$ cat src/rtl/fifo_burst_reader_pkg.sv
// Shared types and defaults for the FIFO burst reader.
// Read-domain consumer of the async FIFO.
package definitions;

  localparam int RD_DSIZE = 8;
  localparam int RD_LSIZE = 8;

  typedef enum logic [1:0] {
    IDLE  = 2'd0,
    XFER  = 2'd1,
    DRAIN = 2'd2,
    DONE  = 2'd3
  } rd_state_t;

endpackage

$ cat src/rtl/fifo_burst_reader_if.sv
// FIFO read port plus outgoing valid/ready stream.
// master = reader side, slave = FIFO/sink side.
interface fifo_burst_reader_if
  import definitions::*;
#(
  parameter int DSIZE = RD_DSIZE
);

  logic [DSIZE-1:0] rdata;
  logic             rempty;
  logic             rinc;
  logic [DSIZE-1:0] dout;
  logic             dout_valid;
  logic             dout_ready;
  logic             dout_last;

  modport master (
    input  rdata,
    input  rempty,
    output rinc,
    output dout,
    output dout_valid,
    input  dout_ready,
    output dout_last
  );

  modport slave (
    output rdata,
    output rempty,
    input  rinc,
    input  dout,
    input  dout_valid,
    output dout_ready,
    input  dout_last
  );

endinterface

$ cat src/rtl/fifo_burst_reader_rd_out_reg.sv
// One-entry output holding register for the stream.
// free tells the reader a new word may be loaded.
module rd_out_reg
  import definitions::*;
#(
  parameter int DSIZE = RD_DSIZE
) (
  input  logic             clk,
  input  logic             rst_n,
  input  logic             load,
  input  logic [DSIZE-1:0] din,
  input  logic             last_in,
  input  logic             ready,
  output logic [DSIZE-1:0] dout,
  output logic             valid,
  output logic             last,
  output logic             free
);

  assign free = !valid || ready;

  // Load a word, or retire the held one on handshake.
  always_ff @(posedge clk or negedge rst_n) begin
    if (!rst_n) begin
      dout  <= '0;
      valid <= 1'b0;
      last  <= 1'b0;
    end else if (load) begin
      dout  <= din;
      valid <= 1'b1;
      last  <= last_in;
    end else if (ready) begin
      valid <= 1'b0;
      last  <= 1'b0;
    end
  end

endmodule

$ cat src/rtl/fifo_burst_reader.sv
// Burst reader: pops len words from the FIFO
// onto a registered valid/ready stream.
module fifo_burst_reader
  import definitions::*;
#(
  parameter int DSIZE = RD_DSIZE,
  parameter int LSIZE = RD_LSIZE
) (
  input  logic             rclk,
  input  logic             rrst_n,
  input  logic             start,
  input  logic [LSIZE-1:0] len,
  input  logic             abort,
  fifo_burst_reader_if.master bus,
  output logic             busy,
  output logic             done,
  output logic [LSIZE-1:0] xfer_cnt
);

  rd_state_t        state;
  rd_state_t        state_n;
  logic [LSIZE-1:0] remaining;
  logic             pop;
  logic             free;
  logic             is_last;
  logic             accept;

  assign is_last = (remaining == LSIZE'(1));
  assign accept  = (state == IDLE) && start
                && (len != '0);
  assign pop = (state == XFER) && !bus.rempty
            && (remaining != '0) && free
            && !abort;
  assign bus.rinc = pop;

  rd_out_reg #(
    .DSIZE(DSIZE)
  ) u_out (
    .clk    (rclk),
    .rst_n  (rrst_n),
    .load   (pop),
    .din    (bus.rdata),
    .last_in(is_last),
    .ready  (bus.dout_ready),
    .dout   (bus.dout),
    .valid  (bus.dout_valid),
    .last   (bus.dout_last),
    .free   (free)
  );

  // State register.
  always_ff @(posedge rclk or negedge rrst_n) begin
    if (!rrst_n) begin
      state <= IDLE;
    end else begin
      state <= state_n;
    end
  end

  // Next-state and status outputs.
  always_comb begin
    state_n = state;
    busy    = (state != IDLE);
    done    = (state == DONE);
    unique case (state)
      IDLE: begin
        if (accept) state_n = XFER;
      end
      XFER: begin
        if (abort) state_n = DRAIN;
        else if (pop && is_last) state_n = DRAIN;
      end
      DRAIN: begin
        if (!bus.dout_valid || bus.dout_ready)
          state_n = DONE;
      end
      DONE: begin
        state_n = IDLE;
      end
      default: state_n = IDLE;
    endcase
  end

  // Words left to pop and words popped so far.
  always_ff @(posedge rclk or negedge rrst_n) begin
    if (!rrst_n) begin
      remaining <= '0;
      xfer_cnt  <= '0;
    end else if (accept) begin
      remaining <= len;
      xfer_cnt  <= '0;
    end else if (state == XFER && abort) begin
      remaining <= '0;
    end else if (pop) begin
      remaining <= remaining - LSIZE'(1);
      xfer_cnt  <= xfer_cnt + LSIZE'(1);
    end
  end

endmodule

$ cat src/flat_wrapper.sv
// flat-port wrapper written by rule: the top's interface ports become plain ports
module fifo_burst_reader_flat import definitions::*;
#(
  parameter int DSIZE = RD_DSIZE,
  parameter int LSIZE = RD_LSIZE
)
  (rclk, rrst_n, start, len, abort, busy, done, xfer_cnt, bus_rdata, bus_rempty, bus_rinc, bus_dout, bus_dout_valid, bus_dout_ready, bus_dout_last);
  fifo_burst_reader_if #(.DSIZE(DSIZE)) bus_i ();
  input  logic rclk;
  input  logic rrst_n;
  input  logic start;
  input  logic [LSIZE-1:0] len;
  input  logic abort;
  output logic busy;
  output logic done;
  output logic [LSIZE-1:0] xfer_cnt;
  input wire logic [$bits(bus_i.rdata)-1:0] bus_rdata;
  input wire logic [$bits(bus_i.rempty)-1:0] bus_rempty;
  output wire logic [$bits(bus_i.rinc)-1:0] bus_rinc;
  output wire logic [$bits(bus_i.dout)-1:0] bus_dout;
  output wire logic [$bits(bus_i.dout_valid)-1:0] bus_dout_valid;
  input wire logic [$bits(bus_i.dout_ready)-1:0] bus_dout_ready;
  output wire logic [$bits(bus_i.dout_last)-1:0] bus_dout_last;
  assign bus_i.rdata = bus_rdata;
  assign bus_i.rempty = bus_rempty;
  assign bus_rinc = bus_i.rinc;
  assign bus_dout = bus_i.dout;
  assign bus_dout_valid = bus_i.dout_valid;
  assign bus_i.dout_ready = bus_dout_ready;
  assign bus_dout_last = bus_i.dout_last;
  fifo_burst_reader #(.DSIZE(DSIZE), .LSIZE(LSIZE)) u_core (.rclk(rclk), .rrst_n(rrst_n), .start(start), .len(len), .abort(abort), .bus(bus_i), .busy(busy), .done(done), .xfer_cnt(xfer_cnt));
endmodule
$ cat config.mk
export PLATFORM = sky130hd
export DESIGN_NAME = fifo_burst_reader_flat
export DESIGN_NICKNAME = d
export VERILOG_FILES = /design/src/rtl/fifo_burst_reader_pkg.sv /design/src/rtl/fifo_burst_reader_if.sv /design/src/rtl/fifo_burst_reader_rd_out_reg.sv /design/src/rtl/fifo_burst_reader.sv /design/src/flat_wrapper.sv
export SDC_FILE = /design/constraint.sdc
export NUM_CORES = 1
export LEC_CHECK = 0
export BUFFER_PORTS_ARGS = -buffer_cell sky130_fd_sc_hd__buf_2
export CELL_PAD_IN_SITES_DETAIL_PLACEMENT = 0
export CELL_PAD_IN_SITES_GLOBAL_PLACEMENT = 1
export CORE_AREA = 2 2 75 62
export DETAILED_ROUTE_END_ITERATION = 16
export DIE_AREA = 0 0 77 64
export PLACE_DENSITY = 0.77
export SETUP_SLACK_MARGIN = 0.3
export SYNTH_ARGS = -nofsm -noshare
export SYNTH_HDL_FRONTEND = slang
export SYNTH_SLANG_ARGS = --single-unit
$ cat constraint.sdc
create_clock -name rclk -period 2.4 [get_ports rclk]
set_input_delay 0.24 -clock rclk [delete_from_list [all_inputs] [get_ports rclk]]
set_output_delay 0.24 -clock rclk [all_outputs]
set_load 0.1 [all_outputs]
### Word-level counts from Yosys, hierarchy flattened

Cells that the tools add are included.

* reductions and logical operators: 21
* equality and inequality tests: 8
* $add $sub $neg: 2
* multiplexer cells: 14

Operators by type and width (number)
* $mux 8: 6
* $reduce_bool 8->1: 2
* $add 8x1->8 const B: 1
* $eq 8x1->1 const B: 1
* $logic_and 1x1->1: 8
* $mux 2: 4
* $pmux 2 s4: 1
* $sub 8x1->8 const B: 1
* $ne 2x1->1 const B: 3
* $reduce_bool 2->1: 3
* $eq 2x2->1 const B: 2
* $logic_not 1->1: 3
* $mux 1: 3
* $ne 3x2->1 const B: 1
* $reduce_and 3->1: 1
* $reduce_bool 3->1: 1
* $eq 2x1->1 const B: 1
* $logic_not 2->1: 1
* $reduce_and 2->1: 1
* $logic_or 1x1->1: 1

* register bits after elaboration: 28
* input port bits: 22

### Logic depth before layout (Yosys ltp)

* word-level depth: 9
* depth in mapped cells: 9
* gate-level depth less buffers: 7

### Cells and area by module

From an unflattened synthesis, not the netlist that was laid out.

* cell total of the unflattened synthesis: 148
* area, all modules: 1626.6 sq um

By module, submodules not included
* fifo_burst_reader: times used 1, cells an instance 125, area an instance 1223.7 sq um
* rd_out_reg: times used 1, cells an instance 23, area an instance 402.9 sq um

### Least setup slack after synthesis

OpenSTA, ideal clock, no wires.

* path kind: register -> register
* from: register u_core.u_out.valid
* to: register u_core.u_out.dout[3]
* data required time: 2.275 ns
* arrival time: 2.370 ns
* cell stages (with the launch flop): 7
* buffers on the path: 2
* path slack: -0.095 ns
* path through: dfrtp_1 > nor2b_1 > or3_1 > clkbuf_1 > nor2_4 > buf_6 > mux2_2

* word-level cells in the longest chain between the ends: 4

RTL lines
* start: declaration: RTL line fifo_burst_reader_rd_out_reg.sv:15 `output logic valid,`
* start signal: assignment: RTL line fifo_burst_reader_rd_out_reg.sv:26 `valid <= 1'b0;`
* start signal: assignment: RTL line fifo_burst_reader_rd_out_reg.sv:30 `valid <= 1'b1;`
* start signal: assignment: RTL line fifo_burst_reader_rd_out_reg.sv:33 `valid <= 1'b0;`
* $logic_not 1->1: RTL line fifo_burst_reader_rd_out_reg.sv:20 `assign free = !valid || ready;`
* $logic_or 1x1->1: RTL line fifo_burst_reader_rd_out_reg.sv:20
* $logic_and 1x1->1: RTL line fifo_burst_reader.sv:32 `&& (remaining != '0) && free`
* $logic_and 1x1->1: RTL line fifo_burst_reader.sv:33 `&& !abort;`
* named net bus_rinc: RTL line flat_wrapper.sv:19 `output wire logic [$bits(bus_i.rinc)-1:0] bus_rinc;`
* end signal: assignment: RTL line fifo_burst_reader_rd_out_reg.sv:29 `dout <= din;`
* end: declaration: RTL line fifo_burst_reader_rd_out_reg.sv:14 `output logic [DSIZE-1:0] dout,`

The timed path passes the listed nets, and every way through them passes these cells.
A chain may end at the register's enable or synchronous reset.

### Final worst setup path

* from: register u_core.remaining[4]
* to: output port bus_rinc

* word-level cells in the longest chain between the ends: 4

RTL lines
* start: declaration: RTL line fifo_burst_reader.sv:22 `logic [LSIZE-1:0] remaining;`
* start signal: assignment: RTL line fifo_burst_reader.sv:90 `remaining <= len;`
* start signal: assignment: RTL line fifo_burst_reader.sv:95 `remaining <= remaining - LSIZE'(1);`
* $reduce_bool 8->1: RTL line fifo_burst_reader.sv:32
* $logic_and 1x1->1 (2 in a row): RTL line fifo_burst_reader.sv:32
* $logic_and 1x1->1: RTL line fifo_burst_reader.sv:33
* end: declaration: RTL line flat_wrapper.sv:19

No other way between the ends.

==> results.sh <==
export IMPL_relSlewSlack_pct=56.4
export IMPL_cp_arrival_ns=1.85
export IMPL_max_stage_delay_ns=0.57
export IMPL_drc=0
export IMPL_seq_area_frac_synth_pct=44.3
export IMPL_async_flop_share_pct=100
export IMPL_fmax_ghz=0.478
export IMPL_worstPathRequired_ns=2.16
export IMPL_drt_antenna_violating_nets=0
export IMPL_fin_crit_sh_pct=87.3
export IMPL_maxCapViolCount=0
export IMPL_synth_edf_count=0
export IMPL_synthesis_nets=186
export IMPL_crit_chain="or4_4 > nor4b_4 > buf_4 > nor2_4 > buf_12"
export IMPL_report_final_hold_viol_count=28
export IMPL_intPower_w=0.00137
export IMPL_setup_viol=0
export IMPL_ys_ff_latch=28
export IMPL_reg2reg_slack_ns=0.33
export IMPL_reg2reg_from="u_core.remaining[4]"
export IMPL_combPwrFrac_pct=64.3
export IMPL_switching_share_pct=54.3
export IMPL_violations="hold timing"
export IMPL_numCtsBuffers=3
export IMPL_rr_endpoint="u_core.remaining[4]"
export IMPL_yosysTopAreaCellShare_pct=44.3
export IMPL_fin_tns_setup_ns=0
export IMPL_finalClockSkew_ns=0.00496
export IMPL_routed_wirelength_um=3760
export IMPL_slowest_stage="or4_4"
export IMPL_fin_crit_ns=2.09
export IMPL_p_leak_nw=0.991
export IMPL_outcome="finished, violations left"
export IMPL_cp_start_kind="register"
export IMPL_core_um2=4150
export IMPL_syn_area_per_cell_um2=10.2
export IMPL_vias_per_cell=5.21
export IMPL_root_buffer="clkbuf_8"
export IMPL_yosysWarnings=0
export IMPL_grt_pass1_vias=1359
export IMPL_insertion_delay_ns=0.27
export IMPL_die_y_um=64
export IMPL_vdd_drop_max_mv=0.770
export IMPL_firstDrtPassIters=4
export IMPL_yosysTopAreaCell="dfrtp_1"
export IMPL_vias=1390
export IMPL_die_width_um=77
export IMPL_grt_max_degree=29
export IMPL_final_cell_mix="41 x buf_2, 26 x dfrtp_1, 16 x nand2_1"
export IMPL_layout_commonest_cell="buf_2"
export IMPL_finalNonFillerCells=267
export IMPL_start_util_pct=38.1
export IMPL_area_delta_synth_final_pct=29.7
export IMPL_h_tree_depth=1
export IMPL_gp_congestion=0.822
export IMPL_pwr_share_clk_pct=9.6
export IMPL_synthFlopType="dfrtp_1"
export IMPL_crit_cells=5
export IMPL_r2r_cells=7
export IMPL_die_area_um2=4930
export IMPL_hold_ws_ns=-0.0119
export IMPL_pin_count=43
export IMPL_cts_tree="built"
export IMPL_drive_gt1_share_pct=42.9
export IMPL_netlist_instances=155
export IMPL_hold_buffers=0
export IMPL_dp_final_hpwl_um=2690
export IMPL_grt_pass1_wl_um=6540
export IMPL_synth_area_um2=1580
export IMPL_end_kind="primary output"
export IMPL_worst_pin_slew_ns=0.654
export IMPL_seqPwrFrac_pct=26.1
export IMPL_layout_nets=242
export IMPL_drtIter0Drc=97
export IMPL_ctsLongestPathBuffers=2
export IMPL_cp_max_fo=3
export IMPL_path_delay_family="simple AND/OR/NAND/NOR gates"
export IMPL_crit_type="register to primary output"
export IMPL_grt_overflow=0
export IMPL_power_density_nw_per_um2=1460
export IMPL_dp_cells=253
export IMPL_cts_sinks=28
export IMPL_antenna_found_initial=0
export IMPL_hp_class="primary input to async pin"
export IMPL_rsz0062_at_grt="true"
export IMPL_n_antenna_cell=0
export IMPL_wl_per_cell_um=14.1
export IMPL_std_cell_rows=21
export IMPL_slew_violations=0
export IMPL_p_sw_w=0.00162
export IMPL_synth_area_top_cells="dfrtp_1 44%, ha_1 7.1%, mux2_2 6.4%, a21oi_1 4.4%, xnor2_1 3.9%"
export IMPL_ys_types=39
export IMPL_clk_pin_slew_ns=0.09
export IMPL_port_buffers=42
export IMPL_grt_usage_pct=16.4
export IMPL_path_buf_inv=2
[through the flow]
stage	worst slack [ns]	util, %	area, µm²	hold WS (ns)	power (W)
2_1_floorplan	0.297	-	1620	-0.0556	0.00225
3_3_place_gp	0.282	45.5	1890	0.293	0.00253
3_5_place_dp	0.201	45.5	1890	0.308	0.00259
4_1_cts	0.271	48.4	2010	0.00371	0.00297
5_1_grt	0.245	49.5	2050	0.0174	0.00320
6_report	0.306	49.5	2050	-0.0119	0.00299
[flip-flops by register name (all words and copies together), names as in the netlist]
name / cells
u_core.u_out.last: 1
u_core.remaining: 8
u_core.xfer_cnt: 8
u_core.u_out.valid: 1
u_core.state: 2
u_core.u_out.dout: 8
[layer usage]
metal / GRT usage [%] / routed length (µm)
met5: 0 / 0
met4: 2.23 / 20
met3: 3.67 / 161
met2: 27.7 / 1820
met1: 22.3 / 1760
[power by group through the flow]
stage / combinational, W / clock, W / sequential, W
floorplan: 0.000839 / 0 / 0.00141
global placement: 0.00174 / 0 / 0.000790
detailed placement: 0.00179 / 0 / 0.000802
CTS: 0.00188 / 0.000305 / 0.000780
global route: 0.00207 / 0.000327 / 0.000809
finish: 0.00193 / 0.000287 / 0.000781
[cells by family after synthesis]
| logic type | share of synthesized area, % |
|---|---|
| fa+ha+maj | 7.11 |
| xor+xnor | 3.87 |
| flops | 44.3 |
| buf+inv | 3.79 |
| simple gates | 19.7 |
| mux | 7.04 |
| compound gates | 14.2 |
[synthesized netlist by cell type (3+ instances only)]
cell,instances
a21oi_1,14
nor2_1,10
xnor2_1,7
nor3_1,7
nand2_1,16
a21o_1,3
a31o_1,3
inv_1,7
mux2_2,9
nor4_1,6
dfrtp_1,28
ha_1,9
[final cells by class]
class / count / area, µm²
fillers: 432 / 2100
well taps: 57 / 71.3
flip-flops and latches: 28 / 706
inverters: 7 / 30.0
multi-input cells: 116 / 868
repair buffers: 55 / 323
clock buffers: 4 / 55.1
[how the worst max path moves through the flow]
| stage | startpoint | to | slack [ns] |
|---|---|---|---|
| global route | u_core.remaining[4] | bus_rinc | 0.24 |
| global placement | u_core.remaining[4] | u_core.state[1] | 0.28 |
| CTS | u_core.remaining[2] | bus_rinc | 0.27 |
| finish | u_core.remaining[4] | bus_rinc | 0.31 |
| floorplan | u_core.u_out.valid | u_core.u_out.dout[3] | 0.30 |
| detailed placement | u_core.remaining[4] | u_core.state[1] | 0.20 |
[worst register-to-register path: stages (launching register included)]
cell and delay [ns]:
dfrtp_1 0.39, or4_4 0.57, nor4b_4 0.25, buf_4 0.17, nor2_4 0.04, buf_4 0.18, a41o_2 0.27, a21oi_1 0.13
[repair_timing]
action,in CTS,in global routing
setup endpoints to repair,13,25
resized for setup,1,7
pin swaps,3,3
cloned,1,0
buffers inserted,7,2
(Power assumes the default switching activity.)
